===== config.mk =====
export PLATFORM = sky130hd
export DESIGN_NAME = control_unit
export DESIGN_NICKNAME = d
export VERILOG_FILES = /design/src/rtl/control_unit_pkg.sv /design/src/rtl/control_unit_alu.sv /design/src/rtl/control_unit.sv
export SDC_FILE = /design/constraint.sdc
export NUM_CORES = 1
export LEC_CHECK = 0
export CAP_MARGIN = 20
export CORE_ASPECT_RATIO = 0.8
export CORE_MARGIN = 8
export CORE_UTILIZATION = 35
export DETAILED_ROUTE_END_ITERATION = 10
export DONT_BUFFER_PORTS = 1
export SLEW_MARGIN = 20
export SYNTH_ARGS = -nofsm -noshare
export SYNTH_HDL_FRONTEND = slang
export SYNTH_SLANG_ARGS = --single-unit

===== constraint.sdc =====
create_clock -name clk -period 25.1 [get_ports clk]
set_clock_uncertainty 0.05 [all_clocks]
set_input_delay 5.02 -clock clk [delete_from_list [all_inputs] [get_ports clk]]
set_output_delay 5.02 -clock clk [all_outputs]
set_load 0.005 [all_outputs]

===== src/rtl/control_unit_pkg.sv =====
// Shared types and constants for the control unit: ALU modes, writeback source,
// sequencer states and the base-ISA opcode values it decodes.
package control_unit_pkg;

    typedef enum logic [3:0] {
        ALU_ADD,
        ALU_SUB,
        ALU_SLL,
        ALU_SLT,
        ALU_SLTU,
        ALU_XOR,
        ALU_SRL,
        ALU_SRA,
        ALU_OR,
        ALU_AND,
        ALU_EQ,
        ALU_PASS_B
    } alu_mode_t;

    typedef enum logic [1:0] {
        DEST_NONE    = 2'd0,
        DEST_ALU     = 2'd1,
        DEST_BUS     = 2'd2,
        DEST_NEXT_PC = 2'd3
    } dest_reg_from_t;

    typedef enum logic [1:0] {
        FETCH     = 2'd0,
        EXECUTE   = 2'd1,
        WRITEBACK = 2'd2
    } state_t;

    localparam logic [6:0] OPC_LUI    = 7'b0110111;
    localparam logic [6:0] OPC_AUIPC  = 7'b0010111;
    localparam logic [6:0] OPC_JAL    = 7'b1101111;
    localparam logic [6:0] OPC_JALR   = 7'b1100111;
    localparam logic [6:0] OPC_BRANCH = 7'b1100011;
    localparam logic [6:0] OPC_LOAD   = 7'b0000011;
    localparam logic [6:0] OPC_STORE  = 7'b0100011;
    localparam logic [6:0] OPC_OP_IMM = 7'b0010011;
    localparam logic [6:0] OPC_OP     = 7'b0110011;

    // f3 to ALU mode for OP/OP-IMM; alt picks SUB on 000 and SRA on 101.
    function automatic alu_mode_t op_mode(input logic [2:0] f3, input logic alt);
        alu_mode_t m;
        case (f3)
            3'b000:  m = alt ? ALU_SUB : ALU_ADD;
            3'b001:  m = ALU_SLL;
            3'b010:  m = ALU_SLT;
            3'b011:  m = ALU_SLTU;
            3'b100:  m = ALU_XOR;
            3'b101:  m = alt ? ALU_SRA : ALU_SRL;
            3'b110:  m = ALU_OR;
            default: m = ALU_AND;
        endcase
        return m;
    endfunction

endpackage


===== src/rtl/control_unit_alu.sv =====
// Combinational 32-bit ALU; shifts use b[4:0], compares return 0 or 1.
module alu
    import control_unit_pkg::*;
(
    input  alu_mode_t   mode,
    input  logic [31:0] a,
    input  logic [31:0] b,
    output logic [31:0] y
);

    always_comb begin
        y = '0;
        case (mode)
            ALU_ADD:    y = a + b;
            ALU_SUB:    y = a - b;
            ALU_SLL:    y = a << b[4:0];
            ALU_SLT:    y = {31'b0, $signed(a) < $signed(b)};
            ALU_SLTU:   y = {31'b0, a < b};
            ALU_XOR:    y = a ^ b;
            ALU_SRL:    y = a >> b[4:0];
            ALU_SRA:    y = $unsigned($signed(a) >>> b[4:0]);
            ALU_OR:     y = a | b;
            ALU_AND:    y = a & b;
            ALU_EQ:     y = {31'b0, a == b};
            ALU_PASS_B: y = b;
            default:    y = '0;
        endcase
    end

endmodule


===== src/rtl/control_unit.sv =====
// Instruction decoder, operand muxing and FETCH/EXECUTE/WRITEBACK sequencer.
// Handshake: stall=1 freezes the sequencer; strobes stay valid for the held state.
module control_unit
    import control_unit_pkg::*;
(
    input  logic        clk,
    input  logic        rst,
    input  logic        stall,
    input  logic [31:0] ir,
    input  logic [31:0] rs1_val,
    input  logic [31:0] rs2_val,
    input  logic [31:0] pc,
    output logic [4:0]  rd_sel,
    output logic [4:0]  rs1_sel,
    output logic [4:0]  rs2_sel,
    output logic [6:0]  opcode,
    output logic [2:0]  f3,
    output logic [6:0]  f7,
    output logic [31:0] imm,
    output logic [31:0] len,
    output logic [31:0] alu_out,
    output logic        branch_taken,
    output logic        alu_in_a,
    output logic        alu_in_b,
    output logic [1:0]  dest_reg_from,
    output logic        pc_load,
    output logic        dbus_re,
    output logic        dbus_we,
    output logic        load_ir,
    output logic        en_iaddr,
    output logic        en_pc_counter,
    output logic        write_back_stage,
    output logic        rd_we,
    output state_t      state
);

    state_t         state_next;
    alu_mode_t      mode;
    dest_reg_from_t dest;
    logic           dec_re, dec_we, dec_pc_load, branching, jalr;
    logic [31:0]    alu_y;

    assign rd_sel  = ir[11:7];
    assign rs1_sel = ir[19:15];
    assign rs2_sel = ir[24:20];
    assign opcode  = ir[6:0];
    assign f3      = ir[14:12];
    assign f7      = ir[31:25];
    assign len     = 32'd4;

    always_comb begin
        imm = '0;
        case (opcode)
            OPC_LUI, OPC_AUIPC:           imm = {ir[31:12], 12'b0};
            OPC_JAL:                      imm = {{12{ir[31]}}, ir[19:12], ir[20], ir[30:21], 1'b0};
            OPC_JALR, OPC_LOAD, OPC_OP_IMM: imm = {{20{ir[31]}}, ir[31:20]};
            OPC_STORE:                    imm = {{20{ir[31]}}, ir[31:25], ir[11:7]};
            OPC_BRANCH:                   imm = {{20{ir[31]}}, ir[7], ir[30:25], ir[11:8], 1'b0};
            default:                      imm = '0;
        endcase
    end

    always_comb begin
        alu_in_a    = 1'b0;
        alu_in_b    = 1'b0;
        mode        = ALU_ADD;
        dest        = DEST_NONE;
        dec_re      = 1'b0;
        dec_we      = 1'b0;
        dec_pc_load = 1'b0;
        branching   = 1'b0;
        jalr        = 1'b0;
        case (opcode)
            OPC_LUI: begin
                alu_in_b = 1'b1;
                mode     = ALU_PASS_B;
                dest     = DEST_ALU;
            end
            OPC_AUIPC: begin
                alu_in_a = 1'b1;
                alu_in_b = 1'b1;
                dest     = DEST_ALU;
            end
            OPC_JAL: begin
                alu_in_a    = 1'b1;
                alu_in_b    = 1'b1;
                dest        = DEST_NEXT_PC;
                dec_pc_load = 1'b1;
            end
            OPC_JALR: begin
                alu_in_b    = 1'b1;
                dest        = DEST_NEXT_PC;
                dec_pc_load = 1'b1;
                jalr        = 1'b1;
            end
            OPC_BRANCH: begin
                // f3=01x has no branch meaning and falls through as a NOP.
                if (f3[2:1] != 2'b01) begin
                    branching = 1'b1;
                    mode      = f3[2] ? (f3[1] ? ALU_SLTU : ALU_SLT) : ALU_EQ;
                end
            end
            OPC_LOAD: begin
                alu_in_b = 1'b1;
                dest     = DEST_BUS;
                dec_re   = 1'b1;
            end
            OPC_STORE: begin
                alu_in_b = 1'b1;
                dec_we   = 1'b1;
            end
            OPC_OP_IMM: begin
                alu_in_b = 1'b1;
                mode     = op_mode(f3, (f3 == 3'b101) && ir[30]);
                dest     = DEST_ALU;
            end
            OPC_OP: begin
                mode = op_mode(f3, ir[30]);
                dest = DEST_ALU;
            end
            default: ;
        endcase
    end

    alu u_alu (
        .mode (mode),
        .a    (alu_in_a ? pc : rs1_val),
        .b    (alu_in_b ? imm : rs2_val),
        .y    (alu_y)
    );

    assign alu_out       = {alu_y[31:1], alu_y[0] & ~jalr};
    assign branch_taken  = branching & ((alu_out != 32'd0) ^ f3[0]);
    assign dest_reg_from = dest;

    always_ff @(posedge clk) begin
        if (rst) state <= FETCH;
        else     state <= state_next;
    end

    always_comb begin
        state_next = state;
        if (!stall) begin
            case (state)
                FETCH:     state_next = EXECUTE;
                EXECUTE:   state_next = WRITEBACK;
                WRITEBACK: state_next = FETCH;
                default:   state_next = FETCH;
            endcase
        end
    end

    // Reset forces every strobe low combinationally, not just after the edge.
    always_comb begin
        load_ir          = 1'b0;
        en_iaddr         = 1'b0;
        en_pc_counter    = 1'b0;
        write_back_stage = 1'b0;
        dbus_re          = 1'b0;
        dbus_we          = 1'b0;
        pc_load          = 1'b0;
        if (!rst) begin
            case (state)
                FETCH: begin
                    load_ir  = 1'b1;
                    en_iaddr = 1'b1;
                end
                EXECUTE: begin
                    dbus_re = dec_re;
                    dbus_we = dec_we;
                end
                WRITEBACK: begin
                    write_back_stage = 1'b1;
                    en_pc_counter    = 1'b1;
                    pc_load          = dec_pc_load;
                end
                default: ;
            endcase
        end
    end

    assign rd_we = (dest_reg_from != 2'd0) & write_back_stage;

endmodule


# == Word-level counts from Yosys, hierarchy flattened ==
# Cells that the tools add are included.
# word_totals
register_bits,2
input_bits,131
out_inout_bits,143
elab_cells,92
# op_classes
addsub,2
n_lt_le_gt_ge,2
n_eq_ne,30
shifts,3
mux,34
bitwise_logic,8
n_reduce_logical,12
# op_table
cell,count
$pmux 32 s12,1
$pmux 32 s5,1
$lt 32x32->1,2
$mux 32,2
$pmux 4 s7,2
$add 32x32->32,1
$and 32x32->32,1
$eq 32x32->1,1
$or 32x32->32,1
$reduce_bool 32->1,1
$shl 32x5->32,1
$shr 32x5->32,1
$sshr 32x5->32,1
$sub 32x32->32,1
$xor 32x32->32,1
$mux 1,22
$eq 7x6->1 const B,3
$eq 7x7->1 const B,3
$eq 4x3->1 const B,4
$eq 4x4->1 const B,4
$pmux 4 s4,1
$eq 7x5->1 const B,2
$eq 3x3->1 const B,3
$eq 4x2->1 const B,2
other kinds (23),29

# == Depth between registers and ports, before layout ==
# logic_depth
ltp_word,11
depth_mapped,27
depth_no_buf,22

# == Hierarchy ==
# A second synthesis with hierarchy kept.
# unflattened
hier_cells,1691
hier_area_um2,11582.4
# by_module_without_submodules
mod,n_inst,cells_per_inst,area_each_um2,seq_area_each_um2
alu,1,1395,9305.2,0.0
control_unit,1,296,2277.2,40.0

# == Worst setup path before layout ==
# OpenSTA, ideal clock, no wires.
# synth_path
path_kind,in2out
start,input ir[3]
end,output branch_taken
arrival_ps,10759
t_required_ps,20030
setup_slack_ps,9271
stages,26
n_path_buf,7
cell_sequence,buf_4 > a2111oi_4 > o311ai_4 > buf_6 > a221oi_2 > or2_1 > buf_2 > buf_1 > clkbuf_1 > buf_1 > ha_1 > clkbuf_1 > nor4bb_1 > a21boi_0 > o31ai_1 > a21oi_1 > o21ai_0 > a21oi_1 > a211oi_1 > o221ai_1 > or4_1 > or4_1 > nor4b_2 > nand3b_1 > o31ai_1 > nor4b_2
# synth_between
elab_cells_between_ends,50
classes_between,add/sub (2); order compare (2); eq/ne (21); shift (3); mux (9); bitwise (7); reduce/logical (6)
# synth_rtl
element,line_no,source
from (decl),control_unit.sv:9,"input logic [31:0] ir,"
"$eq 7x5->1, or another cell as far along","control_unit.sv:53, control_unit.sv:73",
"$reduce_or 3->1, or another cell as far along",control_unit.sv:53,case (opcode)
$pmux 32 s5 or $mux 1 (tied branches),"control_unit.sv:53, control_unit.sv:73",
"$mux 32, on equally long branches","control_unit.sv:128, control_unit.sv:127",
"$sub 32x32->32, or another cell as far along",control_unit_alu.sv:15,ALU_SUB: y = a - b;
$pmux 32 s12 *,control_unit_alu.sv:13,case (mode)
net alu_out[11],control_unit.sv:21,"output logic [31:0] alu_out,"
$reduce_bool 32->1 *,control_unit.sv:133,assign branch_taken = branching & ((alu_out != 32'd0) ^ f3[0]);
$xor 1x1->1 *,control_unit.sv:133,
$and 1x1->1 *,control_unit.sv:133,
to (decl),control_unit.sv:22,"output logic branch_taken,"
# The timed path passes the listed nets; every way through them passes the cells marked *.

# == Worst setup path in the final report ==
# layout_path
start,input ir[6]
end,output branch_taken
# layout_between
elab_cells_between_ends,50
classes_between,add/sub (2); order compare (2); eq/ne (21); shift (3); mux (9); bitwise (7); reduce/logical (6)
# layout_rtl
element,line_no,source
"$eq 7x5->1, or another cell as far along",control_unit.sv:73,case (opcode)
$reduce_or 7->1 (no line) *,--,
$mux 1 *,control_unit.sv:73,
net alu_in_b,control_unit.sv:24,"output logic alu_in_b,"
$mux 32 *,control_unit.sv:128,".b (alu_in_b ? imm : rs2_val),"
"$sub 32x32->32, or another cell as far along",control_unit_alu.sv:15,
$pmux 32 s12 *,control_unit_alu.sv:13,
net alu_out[31],control_unit.sv:21,
$reduce_bool 32->1 *,control_unit.sv:133,
$xor 1x1->1 *,control_unit.sv:133,
$and 1x1->1 *,control_unit.sv:133,
# Marks and branches as above.

==> flow_summary.yaml <==
routing:
  wl_per_cell_microns: 30.5
  vias_per_cell: 6.93
  drc: 0
  drt_first_pass_iters: 8
  drt_iter0_drc: 2428
  ant_nets: 0
  totalWireLength_microns: 70000
  dr_total_vias: 15900
sta:
  tns_ps: 0
  post-route-period-util: 0.681
  rsz0062_at_grt: "false"
  fmax_mhz: 58.5
  setup_viol: 0
  whs_ps: 514
  tightest_slew_ps: 1180
  slew_headroom: 0.212
  final.min_clock_period_ps: 17100
  final_max_slew_viol_count: 0
  hold_violations: 0
clocking:
  clock_latency_ps: 220
  clk_pin_slew_ps: 30
  cts_max_level: 1
  postCtsSetupBuffers: 0
  cts_hold_buf: 0
  cts_resized: 0
  clock-sinks: 2
  root_buffer: "clkbuf_16"
  cts_buffers: 3
  cts_tree: "done"
  clockBufferDepth: 2
die:
  pin_count: 274
  row_count: 62
  die_y_microns: 185
  fp.coreArea_sq_mm: 0.0355
  dieArea_sq_mm: 0.0420
  die_x_microns: 227
  start_util: 0.351
layout:
  seqCellArea_sq_um: 40.0
  largest_register_ffs: 2
  filler_cell_count: 3983
  regMostFlops: "state"
  multiInputGateArea_sq_mm: 0.0109
  final_nets: 2045
  layout-drive-gt1-share: 0.0845
  top_regs: "state (2)"
  fin_area_sq_mm: 0.0124
  fin_util: 0.350
  area_growth_pct: -0.221
grt:
  grt_pass1_vias: 14600
  grt_first_pass_wirelength_microns: 100000
  gr-total-overflow: 0
  grt_max_degree: 74
  antenna_found_initial: 5
  track_usage: 0.314
critical_path:
  cp.arrival_ps: 12030
  worstPathMaxFanout: 39
  critPathMaxStageDelay_ps: 570
  cp_slowest_cell: "a221oi_1"
  cp-end-kind: "output port"
  start_kind: "input pin"
  cp_num_buf_inv: 4
  path_class: "in2out"
  timing.critical_path.mode_cell: "buf_4"
  cp_data_required_time_ps: 20030
  cp_top_family: "compound AO/OA/AOI/OAI gates"
  crit_chain: "and4bb_1 -> o311ai_4 -> buf_4 -> inv_2 -> nor2_1 -> or2_2 -> buf_4 -> buf_4 -> ha_1 -> nor4bb_1 -> a21boi_0 -> o31a_1 -> o31ai_1 -> o221ai_1 -> a221oi_1 -> o22ai_1 -> and3_1 -> a2111oi_0 -> o211ai_1 -> nand4b_1 -> o31ai_1 -> nor4b_2"
synth:
  synthAdderAreaFrac: 0.104
  synth_top_family_by_area: "compound AO/OA/AOI/OAI gates"
  yosys.area.top_type: "ha_1"
  syn_avg_cell_area_sq_um: 6.37
  ys_types: 106
  synth_compound_gate_area_share: 0.342
  synth_edf_count: 0
  synthFlopType: "dfxtp_1"
  netlist_top_cells_area: "ha_1, nand2_1, o21ai_0, o211ai_1, nor2_1"
  synth_xor_xnor_area_share: 0.0119
  synthCells: 1957
  yosys.area_share.simple: 0.303
  ys.warnings.count: 0
  yosysSeqAreaShare: 0.00321
  synthMuxAreaShare: 0.104
  async_flop_share: 0
  netlist_area_sq_mm: 0.0125
  yosys_register_bits: 2
  yosysTopAreaCellShare: 0.100
job:
  drv_cap: 0
placed_design:
  dp_hpwl_microns: 56200
  post_dp_cell_area_sq_mm: 0.0123
  port_buffers: 0
  place.gp.congestion: 1.10
outcome:
  run_status: "complete, no violations"
pwr:
  vdd_drop_max_v: 0.0000443
  power.density_mw_per_mm2: 27.9
  leakagePower_nw: 5.17
hold_path:
  hold_class: "reg2reg"
[path summary, 6_finish.rpt]
check / startpoint / to / slack, ps / cells past startpoint
hold / removal: state[1]$_SDFFE_PP0N_ / state[1]$_SDFFE_PP0N_ / 510 / 2
hold reg to reg: state[1]$_SDFFE_PP0N_ / state[1]$_SDFFE_PP0N_ / 510 / 2
setup / recovery: ir[6] / branch_taken / 8000 / 22
setup reg to reg: state[0]$_SDFFE_PP0N_ / state[0]$_SDFFE_PP0N_ / 24200 / 3
[tightest hold or removal path, stage by stage, from the launching register on]
cell and delay, ps:
dfxtp_1 370, nand2_1 100, a21oi_1 50
[area by class of cell]
type / instances / area share
sequential: 2 / 0.00322
multi-input combinational: 1643 / 0.879
antenna: 2 / 0.000402
tap: 480 / 0.0483
timing repair buffer: 44 / 0.0269
inverter: 118 / 0.0358
clock buffer: 3 / 0.00603
[cell usage in the layout, fill, tap and decap left out, drive strengths merged, types with 10 or more instances in the layout]
master,n
nand2,236
nor2,162
o21ai,162
inv,117
nand3,108
a21oi,106
ha,100
o211ai,85
nor3,59
mux2i,58
buf,44
nand4,42
mux2,35
conb,32
a31oi,31
and2,26
a211oi,25
a21o,25
a221oi,22
o31ai,18
nand2b,16
xnor2,14
mux4,13
and3,13
nor2b,12
or2,12
nor4,12
o22ai,11
o21a,10
or3,10
a211o,10
[metal layers]
layer | wire length [microns] | vias up | part of all wire | global-route usage
met1 | 27600 | 7578 | 0.39 | 0.414
met3 | 10500 | 188 | 0.15 | 0.114
met5 | 63 | - | 0.00090 | 0
li1 | - | 6853 | - | -
met2 | 29000 | 1258 | 0.41 | 0.467
met4 | 2880 | 10 | 0.041 | 0.106
[through the flow]
step | cells | power (mW) | setup slack (ps)
2_1_floorplan | 1987 | 0.218 | 9270
3_3_place_gp | 2285 | 0.305 | 8320
3_5_place_dp | 2286 | 0.305 | 8070
4_1_cts | 2289 | 0.331 | 8040
5_1_grt | 2290 | 0.362 | 7580
6_report | 2292 | 0.347 | 8000
[logic make-up (layout without fill, tap and decap cells)]
family                     count (synthesis)  count (layout)
xor gates and xnor gates                  17              17
other                                      2              34
muxes                                    106             106
and+or+nand+nor                          762             762
DFF                                        2               2
buffers and inverters                    342             165
AOI/OAI and AO/OA                        624             624
adders and majority gates                102             102
[cell usage after synthesis, types with 16 or more instances]
| master | instances |
|---|---|
| mux2i_1 | 55 |
| a211oi_1 | 25 |
| a21oi_1 | 106 |
| mux2_2 | 34 |
| clkbuf_1 | 90 |
| a31oi_1 | 30 |
| nor3_1 | 56 |
| ha_1 | 100 |
| inv_1 | 110 |
| nand2_1 | 235 |
| o21ai_0 | 154 |
| nand3_1 | 106 |
| nor2_1 | 160 |
| and2_1 | 25 |
| o31ai_1 | 18 |
| buf_4 | 74 |
| a221oi_1 | 19 |
| buf_2 | 42 |
| a21o_1 | 25 |
| nand4_1 | 42 |
| o211ai_1 | 84 |
| nand2b_1 | 16 |
[power by group]
| part | leakage, nW | internal (mW) | switching [mW] |
|---|---|---|---|
| Clock | 0.0370 | 0.0203 | 0.00372 |
| Sequential | 0.0165 | 0.00341 | 0.000421 |
| Combinational | 5.12 | 0.0980 | 0.221 |
| Total | 5.17 | 0.122 | 0.225 |
No activity file was read; power rests on OpenSTA's default activity.
